File: config.mk
export PLATFORM = sky130hd
export DESIGN_NAME = data_wbuf
export DESIGN_NICKNAME = d
export VERILOG_FILES = /design/src/rtl/riscv_mem_pkg.sv /design/src/rtl/wbuf_fwd_match.sv /design/src/rtl/data_wbuf.sv
export SDC_FILE = /design/constraint.sdc
export NUM_CORES = 1
export LEC_CHECK = 0
export BUFFER_PORTS_ARGS = -buffer_cell sky130_fd_sc_hd__buf_2
export CORE_AREA = 2 2 177 249
export DETAILED_ROUTE_END_ITERATION = 6
export DIE_AREA = 0 0 179 251
export GPL_ROUTABILITY_DRIVEN = 1
export PLACE_DENSITY = 0.7
export RECOVER_POWER = 100
export SLEW_MARGIN = 20
export SYNTH_ARGS = -nofsm -noshare
export SYNTH_HDL_FRONTEND = slang
export SYNTH_SLANG_ARGS = --single-unit
File: constraint.sdc
create_clock -name clk -period 12.2 [get_ports clk]
set_input_delay 2.44 -clock clk [delete_from_list [all_inputs] [get_ports clk]]
set_output_delay 2.44 -clock clk [all_outputs]
set_load 0.02 [all_outputs]
File: src/rtl/riscv_mem_pkg.sv
// Shared definitions for the core data-port store buffer: word addressing,
// FSM encoding and the layout of one buffered store.
package riscv_mem_pkg;

  // Byte offset bits below the word address; they take no part in matching.
  localparam int WORD_LSB = 2;

  // Default port widths of the riscv data port.
  localparam int WBUF_AW = 32;
  localparam int WBUF_DW = 32;

  // RUN: normal operation; FENCE: core held until every store has drained.
  typedef enum logic {
    ST_RUN   = 1'b0,
    ST_FENCE = 1'b1
  } wbuf_state_e;

  // One buffered store: word address plus data.
  typedef struct packed {
    logic [WBUF_AW-WORD_LSB-1:0] addr;
    logic [WBUF_DW-1:0]          data;
  } wbuf_entry_t;

endpackage

File: src/rtl/wbuf_fwd_match.sv
// Youngest-match search over the valid region of the store buffer.
// Entries are visited oldest to youngest, so a later hit overrides an earlier
// one and the youngest matching store supplies the forwarded data.
module wbuf_fwd_match #(
  parameter int DEPTH = 4,
  parameter int TW    = 30,
  parameter int DW    = 32,
  parameter int PW    = $clog2(DEPTH),
  parameter int CW    = PW + 1
) (
  input  logic [TW-1:0] addr_arr_i [DEPTH],
  input  logic [DW-1:0] data_arr_i [DEPTH],
  input  logic [PW-1:0] head_i,
  input  logic [CW-1:0] count_i,
  input  logic [TW-1:0] key_i,
  output logic          hit_o,
  output logic [DW-1:0] data_o
);

  logic [PW-1:0] idx_s;

  // Walk the occupied slots from head; the youngest match wins.
  always_comb begin
    hit_o  = 1'b0;
    data_o = '0;
    idx_s  = head_i;
    for (int i = 0; i < DEPTH; i++) begin
      idx_s = head_i + PW'(i);
      if ((CW'(i) < count_i) && (addr_arr_i[idx_s] == key_i)) begin
        hit_o  = 1'b1;
        data_o = data_arr_i[idx_s];
      end else begin
        hit_o  = hit_o;
        data_o = data_o;
      end
    end
  end

endmodule

File: src/rtl/data_wbuf.sv
// Posted store buffer between the core data port and data_mem.
// Stores are queued and written back one per cycle whenever the memory port
// is not taken by a load miss; loads forward from the buffer on a word-address
// match; a fence holds the core until the buffer is empty.
module data_wbuf
  import riscv_mem_pkg::*;
#(
  parameter int DEPTH = 4,
  parameter int AW    = WBUF_AW,
  parameter int DW    = WBUF_DW
) (
  input  logic                   clk,
  input  logic                   rst,
  input  logic                   ce_i,
  input  logic                   we_i,
  input  logic [AW-1:0]          addr_i,
  input  logic [DW-1:0]          wdata_i,
  input  logic                   fence_i,
  output logic [DW-1:0]          rdata_o,
  output logic                   stall_o,
  output logic                   mem_ce_o,
  output logic                   mem_we_o,
  output logic [AW-1:0]          mem_addr_o,
  output logic [DW-1:0]          mem_wdata_o,
  input  logic [DW-1:0]          mem_rdata_i,
  output logic [$clog2(DEPTH):0] count_o,
  output logic                   empty_o
);

  localparam int PW = $clog2(DEPTH);
  localparam int CW = PW + 1;
  localparam int TW = AW - WORD_LSB;

  wbuf_state_e   state_q, state_d;
  logic [PW-1:0] head_q, head_d;
  logic [PW-1:0] tail_q, tail_d;
  logic [CW-1:0] count_q, count_d;
  logic [TW-1:0] ent_addr_q [DEPTH];
  logic [TW-1:0] ent_addr_d [DEPTH];
  logic [DW-1:0] ent_data_q [DEPTH];
  logic [DW-1:0] ent_data_d [DEPTH];

  logic          is_load_s;
  logic          is_store_s;
  logic          full_s;
  logic          nonempty_s;
  logic          fence_hold_s;
  logic          push_s;
  logic          pop_s;
  logic          fwd_hit_s;
  logic [DW-1:0] fwd_data_s;
  logic [TW-1:0] key_s;

  assign is_load_s    = ce_i & ~we_i;
  assign is_store_s   = ce_i & we_i;
  assign full_s       = (count_q == CW'(DEPTH));
  assign nonempty_s   = (count_q != CW'(0));
  assign fence_hold_s = fence_i & nonempty_s;
  assign key_s        = addr_i[AW-1:WORD_LSB];
  assign count_o      = count_q;
  assign empty_o      = (count_q == CW'(0));

  wbuf_fwd_match #(
    .DEPTH (DEPTH),
    .TW    (TW),
    .DW    (DW),
    .PW    (PW),
    .CW    (CW)
  ) u_fwd (
    .addr_arr_i (ent_addr_q),
    .data_arr_i (ent_data_q),
    .head_i     (head_q),
    .count_i    (count_q),
    .key_i      (key_s),
    .hit_o      (fwd_hit_s),
    .data_o     (fwd_data_s)
  );

  // FSM state register; reset returns to RUN.
  always_ff @(posedge clk or posedge rst) begin
    if (rst) begin
      state_q <= ST_RUN;
    end else begin
      state_q <= state_d;
    end
  end

  // FSM next state: enter FENCE while stores remain, leave once the last drains.
  always_comb begin
    state_d = state_q;
    case (state_q)
      ST_RUN: begin
        if (fence_i && nonempty_s) begin
          state_d = ST_FENCE;
        end else begin
          state_d = ST_RUN;
        end
      end
      ST_FENCE: begin
        if ((count_q == CW'(1) && pop_s) || !nonempty_s) begin
          state_d = ST_RUN;
        end else begin
          state_d = ST_FENCE;
        end
      end
      default: state_d = ST_RUN;
    endcase
  end

  // FSM outputs: memory port arbitration (load miss over drain), load data, stall.
  always_comb begin
    stall_o     = 1'b0;
    mem_ce_o    = 1'b0;
    mem_we_o    = 1'b0;
    mem_addr_o  = '0;
    mem_wdata_o = '0;
    rdata_o     = '0;
    push_s      = 1'b0;
    pop_s       = 1'b0;
    case (state_q)
      ST_RUN: begin
        if (is_load_s && !fwd_hit_s) begin
          // Load miss owns the port; any drain waits a cycle.
          mem_ce_o   = 1'b1;
          mem_addr_o = addr_i;
          rdata_o    = mem_rdata_i;
        end else begin
          if (is_load_s) begin
            rdata_o = fwd_data_s;
          end else begin
            rdata_o = '0;
          end
          if (nonempty_s) begin
            pop_s       = 1'b1;
            mem_ce_o    = 1'b1;
            mem_we_o    = 1'b1;
            mem_addr_o  = {ent_addr_q[head_q], {WORD_LSB{1'b0}}};
            mem_wdata_o = ent_data_q[head_q];
          end else begin
            pop_s = 1'b0;
          end
        end
        // A store stalls on a full buffer or behind a pending fence;
        // a stalled store leaves the port free so the head keeps draining.
        if (is_store_s && !full_s && !fence_hold_s) begin
          push_s = 1'b1;
        end else begin
          push_s = 1'b0;
        end
        stall_o = fence_hold_s | (is_store_s & full_s);
      end
      ST_FENCE: begin
        stall_o = 1'b1;
        if (nonempty_s) begin
          pop_s       = 1'b1;
          mem_ce_o    = 1'b1;
          mem_we_o    = 1'b1;
          mem_addr_o  = {ent_addr_q[head_q], {WORD_LSB{1'b0}}};
          mem_wdata_o = ent_data_q[head_q];
        end else begin
          pop_s = 1'b0;
        end
      end
      default: begin
        stall_o = 1'b0;
      end
    endcase
  end

  // FIFO next state: write at tail on push, advance head on pop.
  always_comb begin
    ent_addr_d = ent_addr_q;
    ent_data_d = ent_data_q;
    if (push_s) begin
      ent_addr_d[tail_q] = key_s;
      ent_data_d[tail_q] = wdata_i;
      tail_d             = tail_q + PW'(1);
    end else begin
      tail_d = tail_q;
    end
    if (pop_s) begin
      head_d = head_q + PW'(1);
    end else begin
      head_d = head_q;
    end
    count_d = count_q + CW'(push_s) - CW'(pop_s);
  end

  // FIFO registers; reset discards every queued store.
  always_ff @(posedge clk or posedge rst) begin
    if (rst) begin
      head_q  <= '0;
      tail_q  <= '0;
      count_q <= '0;
      for (int i = 0; i < DEPTH; i++) begin
        ent_addr_q[i] <= '0;
        ent_data_q[i] <= '0;
      end
    end else begin
      head_q     <= head_d;
      tail_q     <= tail_d;
      count_q    <= count_d;
      ent_addr_q <= ent_addr_d;
      ent_data_q <= ent_data_d;
    end
  end

endmodule
==> results.sh <==
export IMPL_fmax_mhz=95.48
export IMPL_end_kind="primary output"
export IMPL_synth_top_family_by_area="multiplexers"
export IMPL_ant_nets=0
export IMPL_rows=90
export IMPL_min_to="ent_addr_q[59]$_DFFE_PP0P_"
export IMPL_gr_usage_all_layers=0.2725
export IMPL_finClkSkew_ps=38.01
export IMPL_maxSlewHeadroom=-2.890
export IMPL_ctsResizeCount=0
export IMPL_drt_total_wl_mm=62.55
export IMPL_yosysSeqAreaShare=0.3369
export IMPL_drive_gt1_frac=0.2492
export IMPL_power_density_mw_per_mm2=290.6
export IMPL_wl_per_cell_microns=24.92
export IMPL_die_height_microns=251
export IMPL_critPathRequiredTime_ps=9760
export IMPL_hp_class="register to register"
export IMPL_drtIter0Drc=1388
export IMPL_p_leak_uw=0.009005
export IMPL_timing_critical_path_from_type="register"
export IMPL_synth_cell_types=80
export IMPL_drv_cap=11
export IMPL_cp_startpoint="head_q[0]$_DFFE_PP0N_"
export IMPL_overflow=0
export IMPL_pre_cts_ws_ps=3218
export IMPL_synth_simple_gate_area_frac=0.08777
export IMPL_ctsHoldBuffers=0
export IMPL_avgViaCountPerCell=6.428
export IMPL_ys_flop_type="dfrtp_1"
export IMPL_reg2reg_depth=17
export IMPL_critical_path_class="register to primary output"
export IMPL_grt_max_degree=133
export IMPL_hold_violations=0
export IMPL_syn2layout_area_growth_pct=10.08
export IMPL_grt_pass1_wl_mm=94.39
export IMPL_synth_area_per_cell_sq_um=10.22
export IMPL_htree_levels=1
export IMPL_place_gp_congestion=0.9815
export IMPL_dr_pass1_iters=7
export IMPL_syn_area_sq_mm=0.01902
export IMPL_path_buf_inv=4
export IMPL_grt_pass1_vias=15819
export IMPL_cts_tree="built"
export IMPL_antenna_found_initial=6
export IMPL_r2r_start="head_q[0]$_DFFE_PP0N_"
export IMPL_io_pins=204
export IMPL_critPathTopFamily="flip-flops"
export IMPL_clkSinkCount=256
export IMPL_synth_xor_area_frac=0.04421
export IMPL_clk_pin_slew_ps=60
export IMPL_setup_ws_ps=1727
export IMPL_fin_tns_setup_ps=0
export IMPL_synth_compound_area_frac=0.1568
export IMPL_path_max_fanout=96
export IMPL_dpl_instance_area_sq_mm=0.02010
export IMPL_route_detailed_drc=3
export IMPL_holdWs_ps=504.8
export IMPL_vias=16134
export IMPL_fin_crit_ps=10470
export IMPL_cts_root_buf="clkbuf_16"
export IMPL_setup_viol=0
export IMPL_final_nets=2041
export IMPL_syn_nets=1970
export IMPL_start_util=0.4456
export IMPL_die_w_microns=179
export IMPL_core_sq_mm=0.04268
export IMPL_ys_seq_elements=256
export IMPL_netlist_instances=1860
export IMPL_async_flop_share=1.000
export IMPL_r2r_end="count_o[2]$_DFF_PP0_"
export IMPL_design_area_sq_mm=0.02093
export IMPL_portBuffers=203
export IMPL_synth_mux_area_frac=0.3148
export IMPL_slew_viol_final=604
export IMPL_crit_slowest_cell="dfrtp_1"
export IMPL_hp_start="ent_addr_q[59]$_DFFE_PP0P_"
export IMPL_worstHoldPathCells=2
export IMPL_crit_chain="buf_12 > mux4_2 > xnor2_1 > nand4_1 > nor3_2 > nand4_1 > nor2_2 > buf_4 > nor4_4 > buf_4 > or2_2 > a211oi_1 > clkbuf_1"
export IMPL_arrival_ps=8030
export IMPL_insertion_delay_ps=590
export IMPL_slowest_delay_ps=2380
export IMPL_postCtsSetupBuffers=0
export IMPL_die_area_sq_mm=0.04493
export IMPL_numCtsBuffers=29
export IMPL_ir_worst_vdd_mv=0.1927
export IMPL_final_period_utilization=0.8584
export IMPL_violations="DRC, capacitance limit, slew limit"
export IMPL_r2r_slack_ps=4120
export IMPL_hpwl_mm=41.63
export IMPL_ys_warn_count=0
export IMPL_tightest_slew_ps=5803
export IMPL_outcome="finished with violations"
export IMPL_clock_path_buffers=3
export IMPL_synth_fa_ha_area_frac=0.006316
export IMPL_synth_edff_count=0
export IMPL_rsz0062_at_grt="false"
state kept, by name, indices dropped and copies added (netlist names):
signal and count:
ent_data_q 128, ent_addr_q 120, count_o 3, head_q 2
tail_q 2, state_q 1
where the power goes:
group	total (uW)	internal, uW	switching [uW]
Clock	926	554	371
Sequential	1700	1260	446
Combinational	3450	1460	1990
Total	6080	3280	2810
synth_stat cells (8+ instances only):
master    instances  share of area
clkbuf_1        113          0.022
o21ai_0         101          0.027
inv_1            31         0.0061
nor3_1           11         0.0029
a31o_1           13         0.0060
o221ai_1          9         0.0041
a221o_1          17         0.0089
a22o_1           17         0.0078
a311oi_1         15         0.0069
buf_6            10         0.0059
a21oi_1          10         0.0026
nor2_1           91          0.018
a211oi_1         35          0.014
a32o_1           18         0.0095
mux4_2           39          0.046
a31oi_1          21         0.0069
xnor2_1          73          0.034
nand3_1          13         0.0034
buf_2            40          0.011
a22oi_1          10         0.0039
ha_1              8         0.0053
dfrtp_1         256           0.34
mux2i_1         222           0.12
nand2_1         169          0.033
o22ai_1          10         0.0033
or3_1            30         0.0099
mux2_2          254           0.15
nand4_1          17         0.0056
buf_1            13         0.0026
a311o_1          16         0.0084
a221oi_1         32          0.015
o31ai_1          25         0.0099
xor2_1           23          0.011
layer usage:
layer  GRT usage  share of wire  vias up
li1            -              -     7152
met1      0.3283           0.37     8017
met2      0.4633           0.50      759
met3     0.04431          0.071      202
met4      0.1419          0.055        4
met5           0        0.00035        -
worst max path at each step:
stage                                end  slack (ps)  cells past startpoint
detailed placement       mem_wdata_o[23]        3220                     12
global placement         mem_wdata_o[23]        3340                     12
global route              mem_wdata_o[1]        1390                     13
CTS                      mem_wdata_o[23]        3130                     13
floorplan           count_o[0]$_DFF_PP0_        2720                      1
finish                    mem_wdata_o[1]        1730                     13
worst min-delay path: cells and delay by family (launching register included):
family	cells	cell delay, ps
simple gates	1	50
flops	1	360
compound gates	1	60
kinds of logic after synthesis:
logic type                 count (synthesis)
buffers and inverters                    217
adders and majority gates                  9
muxes                                    517
xor gates and xnor gates                  96
DFF                                      256
AOI/OAI and AO/OA                        396
and+or+nand+nor                          369
final cells by class:
class	instances	area [sq um]
multi-input cells	1387	11620
inverters	32	123.9
clock buffers	44	872.1
clock inverters	10	131.4
repair buffers	225	1076
diodes	4	10.01
flip-flops and latches	256	6410
fillers	3998	21740
well taps	552	690.7
through the flow:
step	power, uW	utilization	instances
final	6082	0.4905	2510
after global routing	6430	0.4904	2509
after CTS	6091	0.4945	2506
after detailed placement	5147	0.4710	2452
after global placement	5067	0.4710	2452
after floorplan	4175	-	1860
cells in the final DEF, fill, tap and decap left out, types with 21 or more instances in the layout:
cell type and instances:
a211oi_1 35, a221oi_1 32, a31oi_1 21, buf_2 110, clkbuf_1 106, clkbuf_16 29, dfrtp_1 255, inv_1 29
mux2_2 254, mux2i_1 222, mux4_2 39, nand2_1 169, nor2_1 88, o21ai_0 101, o31ai_1 25, or3_1 30
xnor2_1 73, xor2_1 23
No activity file was read; power rests on OpenSTA's default activity.
